==> src/rtl/prio_req_scheduler_pkg.sv <==
// Shared types and helpers for the priority request scheduler.
package prio_req_scheduler_pkg;

  localparam int NREQ  = 8;
  localparam int IDX_W = 3;

  typedef logic [NREQ-1:0]  req_vec_t;
  typedef logic [IDX_W-1:0] idx_t;

  function automatic req_vec_t onehot(input idx_t i);
    return req_vec_t'(1) << i;
  endfunction

endpackage

==> src/rtl/prio_req_scheduler_enco.sv <==
// Combinational 8-input priority encoder, bit 0 highest priority.
// Output is meaningless for an all-zero input; callers must qualify it.
module eight_bit_prio_enco
  import prio_req_scheduler_pkg::*;
(
  input  req_vec_t req,
  output idx_t     idx
);

  always_comb begin
    idx = '0;
    for (int i = NREQ - 1; i >= 0; i--) begin
      if (req[i]) idx = idx_t'(i);
    end
  end

endmodule

==> src/rtl/prio_req_scheduler.sv <==
// Captures request pulses, grants the lowest pending index over valid/ready; 1-cycle latency.
// Output index is frozen while stalled; new requests keep accumulating in pending.
module prio_req_scheduler #(
  parameter int NREQ  = 8,
  parameter int CNT_W = 8
) (
  input  logic                                     clk,
  input  logic                                     rst,
  input  logic [NREQ-1:0]                          req_in,
  output logic                                     out_valid,
  input  logic                                     out_ready,
  output logic [prio_req_scheduler_pkg::IDX_W-1:0] out_idx,
  output logic [NREQ-1:0]                          pending,
  output logic                                     dup_err,
  output logic [CNT_W-1:0]                         grant_cnt
);

  import prio_req_scheduler_pkg::*;

  logic     fire;
  logic     load;
  logic     cand_nz;
  req_vec_t cand;
  req_vec_t held_vec;
  idx_t     sel;

  assign fire    = out_valid & out_ready;
  assign load    = ~out_valid | out_ready;
  assign cand    = pending | req_in;
  assign cand_nz = |cand;

  // A request is a duplicate only while its index sits stalled in the output stage.
  assign held_vec = {NREQ{out_valid & ~out_ready}} & onehot(out_idx);

  eight_bit_prio_enco u_enco (
    .req (cand),
    .idx (sel)
  );

  always_ff @(posedge clk or posedge rst) begin
    if (rst) begin
      pending   <= '0;
      out_valid <= 1'b0;
      out_idx   <= '0;
      dup_err   <= 1'b0;
      grant_cnt <= '0;
    end else begin
      dup_err <= |(req_in & (pending | held_vec));
      if (fire) grant_cnt <= grant_cnt + 1'b1;
      if (load) begin
        // sel is only trusted when cand is non-zero
        if (cand_nz) begin
          out_valid <= 1'b1;
          out_idx   <= sel;
          pending   <= cand & ~onehot(sel);
        end else begin
          out_valid <= 1'b0;
          pending   <= '0;
        end
      end else begin
        pending <= cand;
      end
    end
  end

endmodule

==> config.mk <==
export PLATFORM = sky130hd
export DESIGN_NAME = prio_req_scheduler
export DESIGN_NICKNAME = d
export VERILOG_FILES = /design/src/rtl/prio_req_scheduler_pkg.sv /design/src/rtl/prio_req_scheduler_enco.sv /design/src/rtl/prio_req_scheduler.sv
export SDC_FILE = /design/constraint.sdc
export NUM_CORES = 1
export LEC_CHECK = 0
export BUFFER_PORTS_ARGS = -buffer_cell sky130_fd_sc_hd__buf_2
export CAP_MARGIN = 10
export CORE_MARGIN = 2
export CORE_UTILIZATION = 45
export CTS_CLUSTER_SIZE = 16
export DETAILED_ROUTE_END_ITERATION = 8
export PLACE_DENSITY = 0.72
export RECOVER_POWER = 100
export SLEW_MARGIN = 20
export SYNTH_ARGS = -nofsm -noshare
export SYNTH_HDL_FRONTEND = slang
export SYNTH_SLANG_ARGS = --single-unit
==> constraint.sdc <==
create_clock -name clk -period 1.2 [get_ports clk]
set_input_delay 0.24 -clock clk [delete_from_list [all_inputs] [get_ports clk]]
set_output_delay 0.24 -clock clk [all_outputs]
set_load 0.1 [all_outputs]
==> flow_summary.yaml, run 1 <==
cts:
  clock-sinks: 21
  cts.htree.levels: 1
  root_buffer: "clkbuf_4"
  numCtsBuffers: 3
  clk_path_buf_depth: 2
global_routing:
  grt_start_max_net_pins: 22
synthesis:
  synth_top_area_share_pct: 49.65
  syn_avg_cell_area_sq_um: 10.48
  synth_cell_types: 34
  syn_nets: 113
  ys_ff_latch: 21
  synth_area_leader_cell: "dfrtp_1"
  yosysWarnings: 0
  synth_cells: 101
  ys_seq_area_share_pct: 49.65
  syn-cell-area_sq_mm: 0.001059
  synth.area.top_cells: "dfrtp_1 (50%), nor2_1 (5.0%), nand3_1 (3.8%), nor4_2 (3.5%), a21oi_1 (3.3%)"
timing:
  worstEpCategory: "register data pin"
  crit_endpoint: "dup_err$_DFF_PP0_/D"
place:
  place_congestion: 0.9394
  place.port_buffers: 31
  postPlaceCellArea_sq_mm: 0.001921
  dp_hpwl_microns: 2593
run_status:
  stop_stage: "global routing (5_1_grt)"
  error: "[ERROR DPL-0038] Utilization greater than 100%, impossible to legalize"
  run_status: "stopped before the end"
die:
  die_x_microns: 52.50
  die_h_microns: 52.50
  rows: 17
  pin_count: 32
  initial_core_util_pct: 47.85
synthesized netlist by cell type:
master,count
nand2_1,9
nor4_2,3
mux2i_1,2
a221o_1,1
o22ai_1,1
nand3_1,8
ha_1,1
and2b_1,1
and2_1,1
and3_2,1
o21ai_1,2
a311oi_1,1
o21ai_0,2
o311ai_2,1
inv_1,1
a21oi_1,7
and3_1,1
mux2_4,1
mux2_2,1
nor2_2,1
a22o_1,1
nand2b_1,1
dfrtp_1,21
a22oi_1,2
xnor2_1,4
nor4_4,1
nor2_1,14
nor3_1,1
a31oi_1,2
o21a_1,2
xor2_1,3
and4_1,1
o31ai_1,1
a221oi_2,1
what timing repair did:
item                                    in CTS
endpoints found under the hold margin       21
setup buffers                               13
hold buffers                                 1
pin swaps                                    5
endpoints found under the setup margin      30
resized for setup                           23
cell families after synthesis:
logic type,after synthesis,share of synthesized area [%]
xor gates and xnor gates,7,5.792
muxes,4,4.373
buffers and inverters,1,0.3543
and+or+nand+nor,43,22.58
DFF,21,49.65
AOI/OAI and AO/OA,24,16.08
adders and majority gates,1,1.182
metrics by stage:
step                hold WS [ps]  utilization (%)  cells  worst slack (ps)  setup TNS, ps
floorplan                  216.7                -    101            -291.2          -2225
global placement           284.1            86.82    187            -119.2         -779.4
detailed placement         303.8            86.82    187            -175.5          -1304
CTS                        228.9            97.17    205            -282.1          -4261
==> run 2, diff against run 1 <==
--- a/config.mk
+++ b/config.mk
@@ -7,11 +7,10 @@
 export LEC_CHECK = 0
 export BUFFER_PORTS_ARGS = -buffer_cell sky130_fd_sc_hd__buf_2
 export CAP_MARGIN = 10
-export CORE_MARGIN = 2
-export CORE_UTILIZATION = 45
-export CTS_CLUSTER_SIZE = 16
+export CORE_AREA = 2 2 63 65
 export DETAILED_ROUTE_END_ITERATION = 8
-export PLACE_DENSITY = 0.72
+export DIE_AREA = 0 0 65 67
+export PLACE_DENSITY_LB_ADDON = 0.15
 export RECOVER_POWER = 100
 export SLEW_MARGIN = 20
 export SYNTH_ARGS = -nofsm -noshare
==> constraint.sdc (replaced) <==
create_clock -name clk -period 1.6 [get_ports clk]
set_input_delay 0.32 -clock clk [delete_from_list [all_inputs] [get_ports clk]]
set_output_delay 0.32 -clock clk [all_outputs]
set_load 0.1 [all_outputs]
==> run 2 against run 1 <==
The flow now finishes without violations. Area after synthesis unchanged. Synthesized cell count unchanged.
==> flow_summary.yaml, run 2 <==
run_status:
  run_status: "finished clean"
layout:
  fin_cells: 185
  finish.net_count: 150
  drive_above_1_share_pct: 43.80
  n_antenna_cell: 0
  area_growth_syn_to_layout_pct: 27.30
  final_common_cell: "clkbuf_2"
  n_fill_cell: 392
  multi_input_area_sq_um: 525.5
  ff_latch_area_sq_um: 546.8
  most-common-layout-cells: "clkbuf_2 (21), nor2_1 (14), dfrtp_2 (14)"
  design_area_sq_mm: 0.001348
  reg_top3: "grant_cnt: 8 flops, pending: 8 flops, out_idx: 3 flops"
cts:
  root_buffer: "clkbuf_8"
  post_cts_buffers: 0
  worstSkewPairLatency_ps: 260
  clk_path_buf_depth: 2
  path_clk_slew_ps: 90
  clock-sinks: 21
  post_cts_resized: 0
  cts.htree.levels: 1
  cts_hold_buf: 0
  tritoncts: "done"
  numCtsBuffers: 3
route:
  ant_nets: 0
  drc: 0
  vias_per_cell: 4.886
  drt-initial-drc-count: 51
  vias: 904
  wl_per_cell_microns: 13.85
  dr.pass1.iters: 4
  drt-total-wl_microns: 2562
global_routing:
  grt_start_max_net_pins: 22
  antenna_found_initial: 0
  grt_pass1_wl_microns: 4271
  grt_pass1_vias: 877
  grt_usage_pct: 12.67
  overflow: 0
timing:
  hold-worst-slack_ps: 74.20
  rsz0062_at_grt: "false"
  finClkSkew_ps: 7.879
  setup_tns_ps: 0
  maxSlewHeadroom_pct: 63.72
  tightest_slew_ps: 546.5
  finalCriticalPeriod_ps: 1529
  finalSetupViolations: 0
  period_share_pct: 95.57
  hold_viol: 0
  clock.fmax_mhz: 654.0
  drv_slew: 0
synthesis:
  synth_edf_count: 0
  synth_fa_ha_area_share_pct: 1.182
  async_reset_ff_share_pct: 100.0
  synth_top_family_by_area: "simple AND/OR/NAND/NOR gates"
  synth_cells: 101
  ys_ff_latch: 21
  synthMuxAreaShare_pct: 4.374
  synth_simple_gate_area_share_pct: 22.58
  yosysWarnings: 0
  synth-xor-area-share_pct: 5.792
  syn-cell-area_sq_mm: 0.001059
  synth_top_area_share_pct: 49.65
  synthTopCellsByCount: "dfrtp_1 (21), nor2_1 (14), nand2_1 (9), nand3_1 (8), a21oi_1 (7)"
  synth_cell_types: 34
  ys_seq_area_share_pct: 49.65
  syn_nets: 113
  synth.area.top_cells: "dfrtp_1 (50%), nor2_1 (5.0%), nand3_1 (3.8%), nor4_2 (3.5%), a21oi_1 (3.3%)"
  synthFlopType: "dfrtp_1"
  syn_avg_cell_area_sq_um: 10.48
  synth-compound-area-share_pct: 16.08
  synth_area_leader_cell: "dfrtp_1"
  synth_most_common_cell: "dfrtp_1"
worst_setup_path:
  crit_family: "flip-flops"
  cp-end-kind: "output pin"
  crit_slowest_cell: "dfrtp_4"
  crit_fanout: 7
  arrival_ps: 1210
  path_class: "flip-flop to output pin"
  crit_path_start_kind: "flip-flop"
  worst-path-buf-inv: 1
  crit_required_ps: 1280
  max_stage_delay_ps: 470
  crit_chain: "clkbuf_2"
power:
  powerDensity_mw_per_mm2: 1583
  ir_worst_vdd_mv: 1.208
  total_power_mw: 2.133
  leakagePower_nw: 0.5413
run:
  maxCapViolCount: 0
die:
  die_x_microns: 65
  rows: 22
  die_h_microns: 67
  core_sq_mm: 0.003606
  die_area_sq_mm: 0.004355
  pin_count: 32
  initial_core_util_pct: 29.35
place:
  dp.cells: 181
  postPlaceCellArea_sq_mm: 0.001305
  place_congestion: 0.7849
  place.port_buffers: 31
  dp_hpwl_microns: 2029
worst_hold_path:
  hold_path_class: "input port to asynchronous set/reset pin"
[run 2: final cells by class]
type | instances | share of cell area (%)
Inverter | 1 | 0.2786
Sequential cell | 21 | 40.58
Clock buffer | 3 | 3.064
Clock inverter | 1 | 0.5571
Tap cell | 48 | 4.457
Multi-Input combinational cell | 79 | 39.00
Timing Repair Buffer | 32 | 12.07
[run 2: report_power, final]
group	switching, mW	internal, mW
Combinational	0.844	0.177
Clock	0.181	0.176
Sequential	0.113	0.642
Total	1.14	0.995
[run 2: per-layer routing]
| metal | share of wire (%) | GRT usage, % | vias up |
|---|---|---|---|
| met5 | 0 | 0 | - |
| met4 | 1.1 | 4.787 | 0 |
| met3 | 3.8 | 2.027 | 2 |
| met2 | 46 | 19.07 | 18 |
| met1 | 49 | 18.13 | 443 |
| li1 | - | - | 441 |
[run 2: through the flow]
| stage | worst slack [ps] | util [%] |
|---|---|---|
| after floorplan | -26.98 | - |
| after global placement | 169.7 | 36.19 |
| after detailed placement | 179.6 | 36.19 |
| after CTS | 83.62 | 37.54 |
| after global routing | 25.65 | 37.37 |
| final | 70.87 | 37.37 |
[run 2: worst paths after layout]
path | endpoint | startpoint | slack [ps] | cells after the start
worst min register to register | grant_cnt[7] | grant_cnt[7] | 480 | 1
min in group clk | grant_cnt[2] | out_ready | 370 | 3
max in group asynchronous | pending[2] | rst | 1270 | 3
worst max register to register | pending[7] | pending[2] | 170 | 3
worst max-delay path | out_idx[1] | out_idx[1] | 70 | 1
worst min-delay path | dup_err | rst | 70 | 3
[run 2: cell families (layout without fill, tap and decap cells)]
logic type      Yosys count  count (layout)
simple gates             43              43
compound gates           24              24
flops                    21              21
buf+inv                   1              37
xor+xnor                  7               7
mux                       4               4
fa+ha+maj                 1               1
[run 2: worst reg2reg max path: cells and delay by family, from the launching register on]
family	cells	cell delay [ps]
simple gates	2	770
flops	1	430
compound gates	1	100
Note: power is estimated with default switching activity, not from simulation.
